$ cat config.mk
export PLATFORM = sky130hd
export DESIGN_NAME = tdm_demux_16
export DESIGN_NICKNAME = d
export VERILOG_FILES = /design/src/rtl/tdm_demux_16_pkg.sv /design/src/rtl/tdm_demux_16_demux_1x4.sv /design/src/rtl/tdm_demux_16.sv
export SDC_FILE = /design/constraint.sdc
export NUM_CORES = 1
export LEC_CHECK = 0
export BUFFER_PORTS_ARGS = -buffer_cell sky130_fd_sc_hd__clkbuf_2
export CAP_MARGIN = 5
export CORE_ASPECT_RATIO = 1.2
export CORE_MARGIN = 1.5
export CORE_UTILIZATION = 45
export DETAILED_ROUTE_END_ITERATION = 10
export PLACE_DENSITY_LB_ADDON = 0.3
export SLEW_MARGIN = 10
export SYNTH_ARGS = -nofsm -noshare
export SYNTH_HDL_FRONTEND = slang
export SYNTH_SLANG_ARGS = --single-unit
$ cat constraint.sdc
create_clock -name clk -period 1.55 [get_ports clk]
set_input_delay 0.0775 -clock clk [delete_from_list [all_inputs] [get_ports clk]]
set_output_delay 0.0775 -clock clk [all_outputs]
set_load 0.1 [all_outputs]
$ cat src/rtl/tdm_demux_16_pkg.sv
// Shared definitions for the 16-channel TDM receive demultiplexer.
//   NUM_CH  : channel slots per frame
//   CH_BITS : width of the channel index
//   state_t : frame-lock state (HUNT = searching for sync, RUN = locked)
package tdm_demux_16_pkg;

    localparam int NUM_CH  = 16;
    localparam int CH_BITS = 4;

    typedef enum logic {
        HUNT = 1'b0,
        RUN  = 1'b1
    } state_t;

endpackage

$ cat src/rtl/tdm_demux_16_demux_1x4.sv
// One-hot 1:4 decoder used as a node of the slot write-enable tree.
// Ports:
//   en : node enable; all outputs low when en is low
//   S  : 2-bit select
//   Y  : one-hot output, Y[S] = en
module demux_1x4 (
    input  logic       en,
    input  logic [1:0] S,
    output logic [3:0] Y
);

    always_comb begin
        Y = '0;
        if (en) begin
            Y[S] = 1'b1;
        end
    end

endmodule

$ cat src/rtl/tdm_demux_16.sv
// Time-division demultiplexer: receives a serial stream of W-bit words,
// one channel slot per accepted word, locks on a frame-sync marker that
// accompanies channel 0, and presents each completed 16-channel frame in
// parallel with a one-cycle valid pulse.
//
// Handshake: a word on D is consumed on every rising clk edge where D_valid
// is high (there is no back-pressure); sync is only meaningful together with
// D_valid. O_valid and sync_err are single-cycle pulses registered one cycle
// after the word that caused them.
//
// Ports:
//   clk, rst  : clock, synchronous active-high reset
//   D         : incoming slot data
//   D_valid   : D carries a word this cycle
//   sync      : D is channel 0 of a new frame
//   O         : last complete frame, channel k at O[k*W +: W]
//   O_valid   : O was just updated
//   ch        : channel index the next accepted word goes to
//   locked    : FSM state (high in RUN)
//   sync_err  : sync arrived mid-frame, partial frame dropped
module tdm_demux_16
    import tdm_demux_16_pkg::*;
#(
    parameter int W = 1
) (
    input  logic                  clk,
    input  logic                  rst,
    input  logic [W-1:0]          D,
    input  logic                  D_valid,
    input  logic                  sync,
    output logic [NUM_CH*W-1:0]   O,
    output logic                  O_valid,
    output logic [CH_BITS-1:0]    ch,
    output logic                  locked,
    output logic                  sync_err
);

    state_t               state, state_next;
    logic [CH_BITS-1:0]   ch_q, ch_next;
    logic                 o_valid_next;
    logic                 sync_err_next;

    logic                 accept;
    logic [CH_BITS-1:0]   wr_ch;
    logic [3:0]           grp_en;
    logic [NUM_CH-1:0]    slot_en;
    logic                 frame_done;

    // Slot 15 is never stored: the last word goes straight into O.
    logic [W-1:0]              slot [NUM_CH-1];
    logic [(NUM_CH-1)*W-1:0]   slot_flat;
    logic [NUM_CH*W-1:0]       o_q;

    // A word is taken in RUN always, in HUNT only when it carries sync.
    // A synced word always lands in slot 0, whatever ch currently says.
    always_comb begin
        accept = D_valid && ((state == RUN) || sync);
        wr_ch  = (D_valid && sync) ? '0 : ch_q;
    end

    // Two-level demux tree: ch[3:2] picks the group, ch[1:0] the slot.
    demux_1x4 u_lvl1 (
        .en (accept),
        .S  (wr_ch[3:2]),
        .Y  (grp_en)
    );

    for (genvar g = 0; g < 4; g++) begin : g_lvl2
        demux_1x4 u_lvl2 (
            .en (grp_en[g]),
            .S  (wr_ch[1:0]),
            .Y  (slot_en[g*4 +: 4])
        );
    end

    // Slot 15 is only enabled by a non-sync word at ch==15, i.e. the
    // 16th word of an uninterrupted frame.
    assign frame_done = slot_en[NUM_CH-1];

    always_comb begin
        state_next    = state;
        ch_next       = ch_q;
        o_valid_next  = 1'b0;
        sync_err_next = 1'b0;
        case (state)
            HUNT: begin
                if (D_valid && sync) begin
                    state_next = RUN;
                    ch_next    = CH_BITS'(1);
                end
            end
            RUN: begin
                if (D_valid) begin
                    if (sync) begin
                        // Restart the frame; earlier slots are simply
                        // overwritten before the next transfer.
                        ch_next       = CH_BITS'(1);
                        sync_err_next = (ch_q != '0);
                    end else begin
                        ch_next      = ch_q + CH_BITS'(1);
                        o_valid_next = frame_done;
                    end
                end
            end
            default: begin
                state_next = HUNT;
                ch_next    = '0;
            end
        endcase
    end

    always_comb begin
        slot_flat = '0;
        for (int k = 0; k < NUM_CH-1; k++) begin
            slot_flat[k*W +: W] = slot[k];
        end
    end

    always_ff @(posedge clk) begin
        if (rst) begin
            state    <= HUNT;
            ch_q     <= '0;
            O_valid  <= 1'b0;
            sync_err <= 1'b0;
            o_q      <= '0;
            for (int k = 0; k < NUM_CH-1; k++) begin
                slot[k] <= '0;
            end
        end else begin
            state    <= state_next;
            ch_q     <= ch_next;
            O_valid  <= o_valid_next;
            sync_err <= sync_err_next;
            for (int k = 0; k < NUM_CH-1; k++) begin
                if (slot_en[k]) begin
                    slot[k] <= D;
                end
            end
            if (frame_done) begin
                o_q <= {D, slot_flat};
            end
        end
    end

    assign O      = o_q;
    assign ch     = ch_q;
    assign locked = (state == RUN);

endmodule

; Word-level counts from Yosys, hierarchy flattened
; Memories as Yosys holds them, arrays and structs flattened. A register that Yosys moved wholly into a read port is not among the register bits.
; Index checks and enable logic that the tools add are counted.
[word_totals]
register_bits = 23
ram_bits = 15
input_bits = 5
word_cells = 118
n_memories = 1
[mem_list]
columns = memory, depth, width, read_ports, rd_ports_with_merged_regs, wr, line
row1 = slot, 15, 1, 15, 15, 15, tdm_demux_16.sv:50  ; logic [W-1:0] slot [NUM_CH-1];
[op_classes]
add_sub_neg = 1
magnitude_cmp = 4
n_eq_ne = 2
muxes = 78
bitwise_logic = 18
reduce_logical = 9
[op_table]
columns = cell, n
row1 = $mux W1, 66
row2 = $mux W4, 9
row3 = $or A1 B1 Y1, 15
row4 = $pmux W4 S2, 1
row5 = $reduce_or A4 Y1, 2
row6 = $lt A2 B3 Y1 const B, 2
row7 = $add A4 B1 Y4 const B, 1
row8 = $demux W1 S2, 2
row9 = $ge A2 B1 Y1 const B, 2
row10 = $logic_and A1 B1 Y1, 4
row11 = $ne A2 B2 Y1 const B, 2
row12 = $reduce_bool A4 Y1, 1
row13 = $not A1 Y1, 3
row14 = $reduce_and A2 Y1, 1
row15 = $logic_or A1 B1 Y1, 1

; Logic depth before layout (Yosys ltp)
; Gate-level depths: netlist (run 1).
[logic_depth]
depth_word = 12
ltp_mapped = 6
mapped_depth_nobuf = 4

; Modules after synthesis
; From an unflattened synthesis (run 1), not the netlist that was laid out.
[hier_totals]
hier_cells = 155
hier_area_um2 = 1712.9
[by_module_without_submodules]
columns = module, n_inst, cells_per_inst, area_per_inst_um2, seq_area_each_um2
row1 = tdm_demux_16, 1, 135, 1525.2, 910.9
row2 = demux_1x4, 5, 4, 37.5, 0.0

; Worst setup path before layout (run 1)
; No wires, ideal clock.
[synth_timing]
kind = reg2reg
from = register state (netlist: locked)
to = memory slot[6][0] (netlist: slot[0][6]), enable pin
setup_time_ps = 307
arrival_time_ps = 1945
path_slack_ps = -703
stages_incl_launch_ff = 6
n_path_buf = 2
cell_sequence = dfxtp_1 buf_2 nand4b_4 or2_0 buf_6 o21bai_1
[synth_lines]
columns = element, line
row1 = "start, declared", tdm_demux_16.sv:38  ; state_t state, state_next;
row2 = "start signal, assigned", tdm_demux_16.sv:130  ; state <= state_next;
row3 = "end, declared", tdm_demux_16.sv:50

==> results.md, run 1 <==
- Outcome: complete, no violations
- Die Ht: 72.58 µm
- Pwr dens: roughly 900 nW/µm²
- Core area: between 3000 and 4000 µm²
- Post-Synthesis Cells: roughly 170
- Initial core utilization: 46.43%
- Max VDD drop: approximately 570 µV
- Yosys cell types: 36
- Placed Cells: ~240
- Final hold vios: 0
- Post-synthesis sequential area ratio: between 50% and 60%
- DP Area: about 2000 µm²
- Total CTS buffers: 5
- Period utilisation layout: between 80% and 90%
- CTS tree: yes
- Critical Path RT: 1540 ps
- Clock tree sinks: 38
- Clk pwr share: 35.2%
- Setup Viol. Count Final: 0
- Syn Std Cell Area: 1815 µm²
- Clock root cell: clkbuf_8
- Hold Path Class: in2reg
- Global-route wire length before repair: roughly 5.6 mm
- CP max-delay cell: dfxtp_4
- P_int: ~1.5 mW
- Largest net degree at the start of global routing: 33
- Top cells by area, synth: dfxtp_1, edfxtp_1, nand2b_1, mux2i_1, o21bai_1
- Layout cells sized above 1: around 26%
- Number of synthesized flops with an enable pin: 15
- Ys Warns: 0
- Slew Limit Headroom: 63.42%
- Avg Inst Size Synth: between 10 and 15 µm²
- Port Buf Inserts: 27
- Reg clk slew, reported paths: ~70 ps
- Chip width: 60.98 µm
- Min Clock Period, post-route: around 1400 ps
- Initial antenna violation count: 0
- Routed vias: between 1000 and 1500
- # Max-Cap Violations: 0
- Crit path max fanout: 11
- Switching pwr: about 0.43 mW
- Ports: 28
- Arr. time, crit path: 1370 ps
- Top-area cell type share of the netlist area: 25.36%
- Vias in the first global route: 1189
- Max Transition Viols Final: 0
- Crit. End Element: flip-flop
- Startpoint types: flip-flop
- Synthesized Nets: between 150 and 200
- Crit path max-delay family: simple AND/OR/NAND/NOR gates
- Least-Margin Pin Slew: between 500 and 600 ps
- ANT nets after route: 0
- CP peak stage delay: between 400 and 500 ps
- Power share of the sequential group: between 50% and 60%
- Worst Skew: ~6.5 ps
- Area leader, netlist: dfxtp_1
- Worst skew pair latency: 290 ps
- Post-route DRC: 0
- Worst path bufs/invs: 0
- Unrepaired setup endpoints after global routing: no
- Final worst slack: 174.4 ps
- Net count, final: 199
- Total wire length: roughly 3.2 mm
- Routability cong.: 0.8706
- Die area: 4426 µm²
- Row count: 25
- Average wire per standard cell: approximately 13 µm
- Async set or reset register ratio after synthesis: 0%
- Logic pwr share: between 8 and 9%
- Diodes inserted: 0
- Most common cell after layout, fill and taps aside: nand2b_1
- CTS HTree Levels: 2
- DRT Pass-1 Iters: 4
- Post-place setup slack: 91.09 ps
- DP Wirelength: ~2.3 mm
- Critical-path cell list: nand4b_4 > or2_1 > o21bai_1
- Congestion Overflow GR: 0
- Initial drt markers: 50
- Sw frac: between 20% and 30%
- Fmax: 727.0 MHz
- Synth-to-Final Area Change: 14.54%
- Maximum clock path buffer count: 2
- Final Non-Filler Cells: around 250
- GRT Overall Usage: between 15 and 20%
- Crit path kind: reg2reg
- Static leakage: 0.7806 nW
- Synthesis-stage register bit count: 38
- Most frequent cells in the layout: nand2b_1, clkbuf_2, dfxtp_1
- Finished Cell Area: between 2000 and 2500 µm²
- Via/cell ratio: around 5.1
- Most used DFF post-synth: dfxtp_1
- Tot Pwr: around 1.9 mW
## final timing paths
check | start | to | slack, ps | depth (start not counted)
worst max-delay path | locked | slot[0][5] | 170 | 3
worst min register to register | O[8] | O[8] | 470 | 2
worst max register to register | locked | slot[0][5] | 170 | 3
worst min-delay path | sync | sync_err | 190 | 3
## synth_stat cells (2+ instances only)
| library cell | count |
|---|---|
| edfxtp_1 | 15 |
| o21ai_0 | 2 |
| nand3_1 | 6 |
| nand2b_1 | 32 |
| nand2_1 | 3 |
| o21bai_1 | 14 |
| mux2i_1 | 16 |
| dfxtp_1 | 23 |
| ha_1 | 2 |
| buf_2 | 5 |
| nor3_1 | 5 |
| inv_1 | 4 |
| nor2_1 | 7 |
| nor3_2 | 3 |
| buf_6 | 2 |
| a21oi_1 | 4 |
| clkbuf_1 | 5 |
## power by group through the flow
stage | Sequential [mW] | Combinational (mW) | Clock, mW
final | 1.08 | 0.155 | 0.668
after global routing | 1.08 | 0.171 | 0.740
after CTS | 1.08 | 0.156 | 0.687
after detailed placement | 1.10 | 0.156 | 0
after global placement | 1.10 | 0.151 | 0
after floorplan | 1.12 | 0.108 | 0
## state kept, by name, indices dropped and copies added, names as in the netlist
register,count
locked,1
ch,4
O_valid,1
slot,15
O,16
sync_err,1
## repair_timing
item | 4_1_cts | 5_1_grt
buffers inserted | 0 | 0
setup endpoints to repair | 0 | 1
hold buffers | 0 | 0
gates resized for setup | 0 | 1
## through the flow
step / TNS [ps] / util, % / hold slack, ps
after floorplan: -348.6 / - / 292.9
after global placement: 0 / 50.98 / 452.3
after detailed placement: 0 / 50.98 / 466.2
after CTS: 0 / 53.18 / 172.3
after global routing: 0 / 53.18 / 220.0
final: 0 / 53.18 / 185.5
## per-layer routing
| layer | up-vias | part of all wire, % | GRT usage (%) |
|---|---|---|---|
| li1 | 632 | - | - |
| met5 | - | 0 | 0 |
| met2 | 27 | 52 | 28.08 |
| met4 | 0 | 1.2 | 5.072 |
| met1 | 591 | 42 | 21.00 |
| met3 | 4 | 4.0 | 4.965 |
## layout make-up
cell class / count / area (µm²)
clock buffers: 7 / 86.33
inverters: 4 / 15.01
well taps: 54 / 67.56
flip-flops and latches: 38 / 929.6
fillers: 350 / 1831
repair buffers: 31 / 165.2
multi-input cells: 112 / 815.8
## kinds of logic (layout without fill, tap and decap cells)
group	Yosys count	after routing	share of synthesized area [%]
muxes	16	16	8.821
and+or+nand+nor	65	65	23.02
AOI/OAI and AO/OA	29	29	11.72
adders and majority gates	2	2	1.378
buffers and inverters	17	42	4.893
DFF	38	38	50.17
## worst register-to-register path: stages (launching register included)
cell,delay [ps]
dfxtp_4,410
nand4b_4,100
or2_1,350
o21bai_1,220
Note: power is estimated with default switching activity, not from simulation.
==> run 2, diff against run 1 <==
--- a/config.mk
+++ b/config.mk
@@ -5,6 +5,7 @@
 export SDC_FILE = /design/constraint.sdc
 export NUM_CORES = 1
 export LEC_CHECK = 0
+export ABC_AREA = 1
 export BUFFER_PORTS_ARGS = -buffer_cell sky130_fd_sc_hd__clkbuf_2
 export CAP_MARGIN = 5
 export CORE_ASPECT_RATIO = 1.2
@@ -15,4 +16,5 @@
 export SLEW_MARGIN = 10
 export SYNTH_ARGS = -nofsm -noshare
 export SYNTH_HDL_FRONTEND = slang
+export SYNTH_HIERARCHICAL = 1
 export SYNTH_SLANG_ARGS = --single-unit
==> results.md, run 2 <==
- GRT Overall Usage: 15.55%
- Period utilisation layout: a little over nine tenths
- Post-route DRC: 0
- Flop-to-flop setup slack: approximately 70 ps
- Routed vias: approximately 1300
- Tot Pwr: 1.901 mW
- Average wire per standard cell: slightly above 10 µm
- Avg Inst Size Synth: 8.025 µm²
- Crit path max fanout: 8
- Top-area cell type share of the netlist area: 27.59%
- Max reg flops: 16
- Power share of the sequential group: between 50 and 60%
- Die area: 4085 µm²
- Worst Skew: around 4.2 ps
- Maximum clock path buffer count: 2
- Placed Cells: 270
- P_int: around 1.5 mW
- Area leader, netlist: dfxtp_1
- ANT nets after route: 0
- Most frequent cells in the layout: nor2_1, clkbuf_2, inv_1, nand2_1, dfxtp_1
- Synth-to-Final Area Change: 24.81%
- Post-place setup slack: ~76 ps
- Arr. time, crit path: 1700 ps
- Most used DFF post-synth: dfxtp_1
- Via/cell ratio: 4.733
- Routability cong.: about 0.76
- Finished Cell Area: approximately 2100 µm²
- Multiplexer share of the synthesized area: 0%
- CTS tree: yes
- Fmax: around 680 MHz
- Row count: 24
- Core area: about 3600 µm²
- Synthesized Nets: around 220
- Max Transition Viols Final: 0
- Crit path kind: reg2reg
- Clock tree sinks: 38
- Initial core utilization: a little under half
- Synthesis-stage register bit count: 38
- Final hold vios: 0
- Largest family of logic cells by synthesized area: simple AND/OR/NAND/NOR gates
- XOR/XNOR Fraction of Synth Area: 0.5247%
- Crit. End Element: flip-flop
- Logic pwr share: under 10%
- DRT Pass-1 Iters: 5
- Hold path start: sync
- Hold_buf cts: 0
- Number of synthesized flops with an enable pin: 15
- Sw frac: 23.41%
- Die Ht: roughly 70 µm
- Pwr dens: ~900 nW/µm²
- Max VDD drop: 351.2 µV
- Top cells by area, synth: dfxtp_1, edfxtp_1, nor2_1, inv_1, nand2_1
- # Max-Cap Violations: 0
- Ys Warns: 21
- Top-count cell post-synth: nor2_1
- Grt met1 use: around a fifth
- Crit. Startpoint: locked
- Worst skew pair latency: 280 ps
- DP Area: between 1500 and 2000 µm²
- Final worst slack: between 70 and 80 ps
- Syn Std Cell Area: between 1500 and 2000 µm²
- Most common cell after layout, fill and taps aside: nor2_1
- Synth top cells by count: nor2_1, inv_1, nand2_1
- Static leakage: around 0.94 nW
- Clock root cell: clkbuf_8
- Final Non-Filler Cells: ~290
- Met3 GRT Util: under 10%
- Congestion Overflow GR: 0
- Chip width: 58.60 µm
- DP Wirelength: 1.942 mm
- Layout filler cell count: roughly 330
- Compound-cell area share of the yosys netlist: under 10%
- Vias in the first global route: ~1200
- Setup Viol. Count Final: 0
- Post-Synth Simple-Gate Area: between 20% and 30%
- Post-Synthesis Cells: between 200 and 250
- Slew Limit Headroom: between 60% and 70%
- Async set or reset register ratio after synthesis: 0%
- Initial drt markers: 60
- M2 GR Usage: around a quarter
- GRT busiest layer: met2
- Yosys cell types: 23
- Startpoint types: flip-flop
- Total CTS buffers: 5
- Ports: 28
- Clk pwr share: 36.1%
- R2r startpoint: locked
- Diodes inserted: 0
- Outcome: complete, no violations
- Total wire length: between 2 and 3 mm
- CTS HTree Levels: 2
- Adder-Cell Fraction of Synth Area: 1.499%
- Hold Path Class: in2reg
- Layout cells sized above 1: roughly 30%
- Min Clock Period, post-route: 1478 ps
- Core Util, Final: between 50% and 60%
- Largest net degree at the start of global routing: 23
- Critical Path RT: approximately 1800 ps
- Switching pwr: 0.4451 mW
- Port Buf Inserts: 27
- Initial antenna violation count: 0
- Global-route wire length before repair: about 5.0 mm
- Reg clk slew, reported paths: roughly 70 ps
- Net count, final: 252
- Post-synthesis sequential area ratio: a little over half
- Least-Margin Pin Slew: roughly 540 ps
run 2: cell count changes in the layout (fill, tap and decap cells not counted), moves of 4 or more:
cell,previous run,this run
o21ai_0,2,14
nand2b_1,32,0
mux2i_1,16,0
nor2_4,0,7
buf_4,4,8
nor3_1,5,0
nor2_1,7,61
inv_1,4,25
o21bai_1,14,0
nand3_1,6,2
nand2_1,3,25
or2_2,0,5
run 2: layout make-up:
class	count	area (µm²)	area share, %
clock buffer	7	86.33	4.144
clock inverter	1	5.005	0.2402
inverter	29	113.9	5.465
multi-input combinational	134	664.4	31.89
sequential	38	929.6	44.62
tap	39	48.80	2.342
timing repair buffer	37	235.2	11.29
run 2: logic make-up (layout without fill, tap and decap cells):
group / count (synthesis) / in the layout
flops: 38 / 38
compound gates: 22 / 22
fa+ha+maj: 2 / 2
simple gates: 109 / 109
buf+inv: 36 / 74
xor+xnor: 1 / 1
run 2: critical path, cell delays in order, from the launching register on:
cell and delay (ps):
dfxtp_4 370, nand2_4 80, nand2_4 90, nand2_2 70
nor2_4 120, nand2_2 90, nor2_4 230, clkbuf_16 200
o21ai_0 80, nor2_1 80
run 2: worst paths after layout:
path / cells after the start / to
max: 9 / O[1]
min: 2 / O_valid
max reg2reg: 9 / O[1]
min reg2reg: 2 / O[11]
run 2: per-stage QoR:
stage | TNS [ps] | hold WS (ps)
floorplan | -946.9 | 154.7
global placement | 0 | 328.6
detailed placement | 0 | 338.0
CTS | 0 | 39.74
global route | -321.4 | 48.44
finish | 0 | 46.28
run 2: per-layer routing:
metal,share of wire [%],vias to the layer above,wire [µm]
li1,-,716,-
met1,46,605,1370
met2,49,23,1438
met3,2.9,5,86
met4,1.9,0,55
met5,0,-,0
run 2: power groups by stage:
stage / sequential [mW] / combinational, mW / clock (mW)
after floorplan: 1.12 / 0.0749 / 0
after global placement: 1.09 / 0.131 / 0
after detailed placement: 1.09 / 0.131 / 0
after CTS: 1.07 / 0.132 / 0.704
after global routing: 1.07 / 0.164 / 0.747
final: 1.07 / 0.150 / 0.686
run 2: timing repair:
item | in CTS | in global routing
resized for setup | 0 | 17
setup endpoints to repair | 0 | 17
buffers inserted | 0 | 6
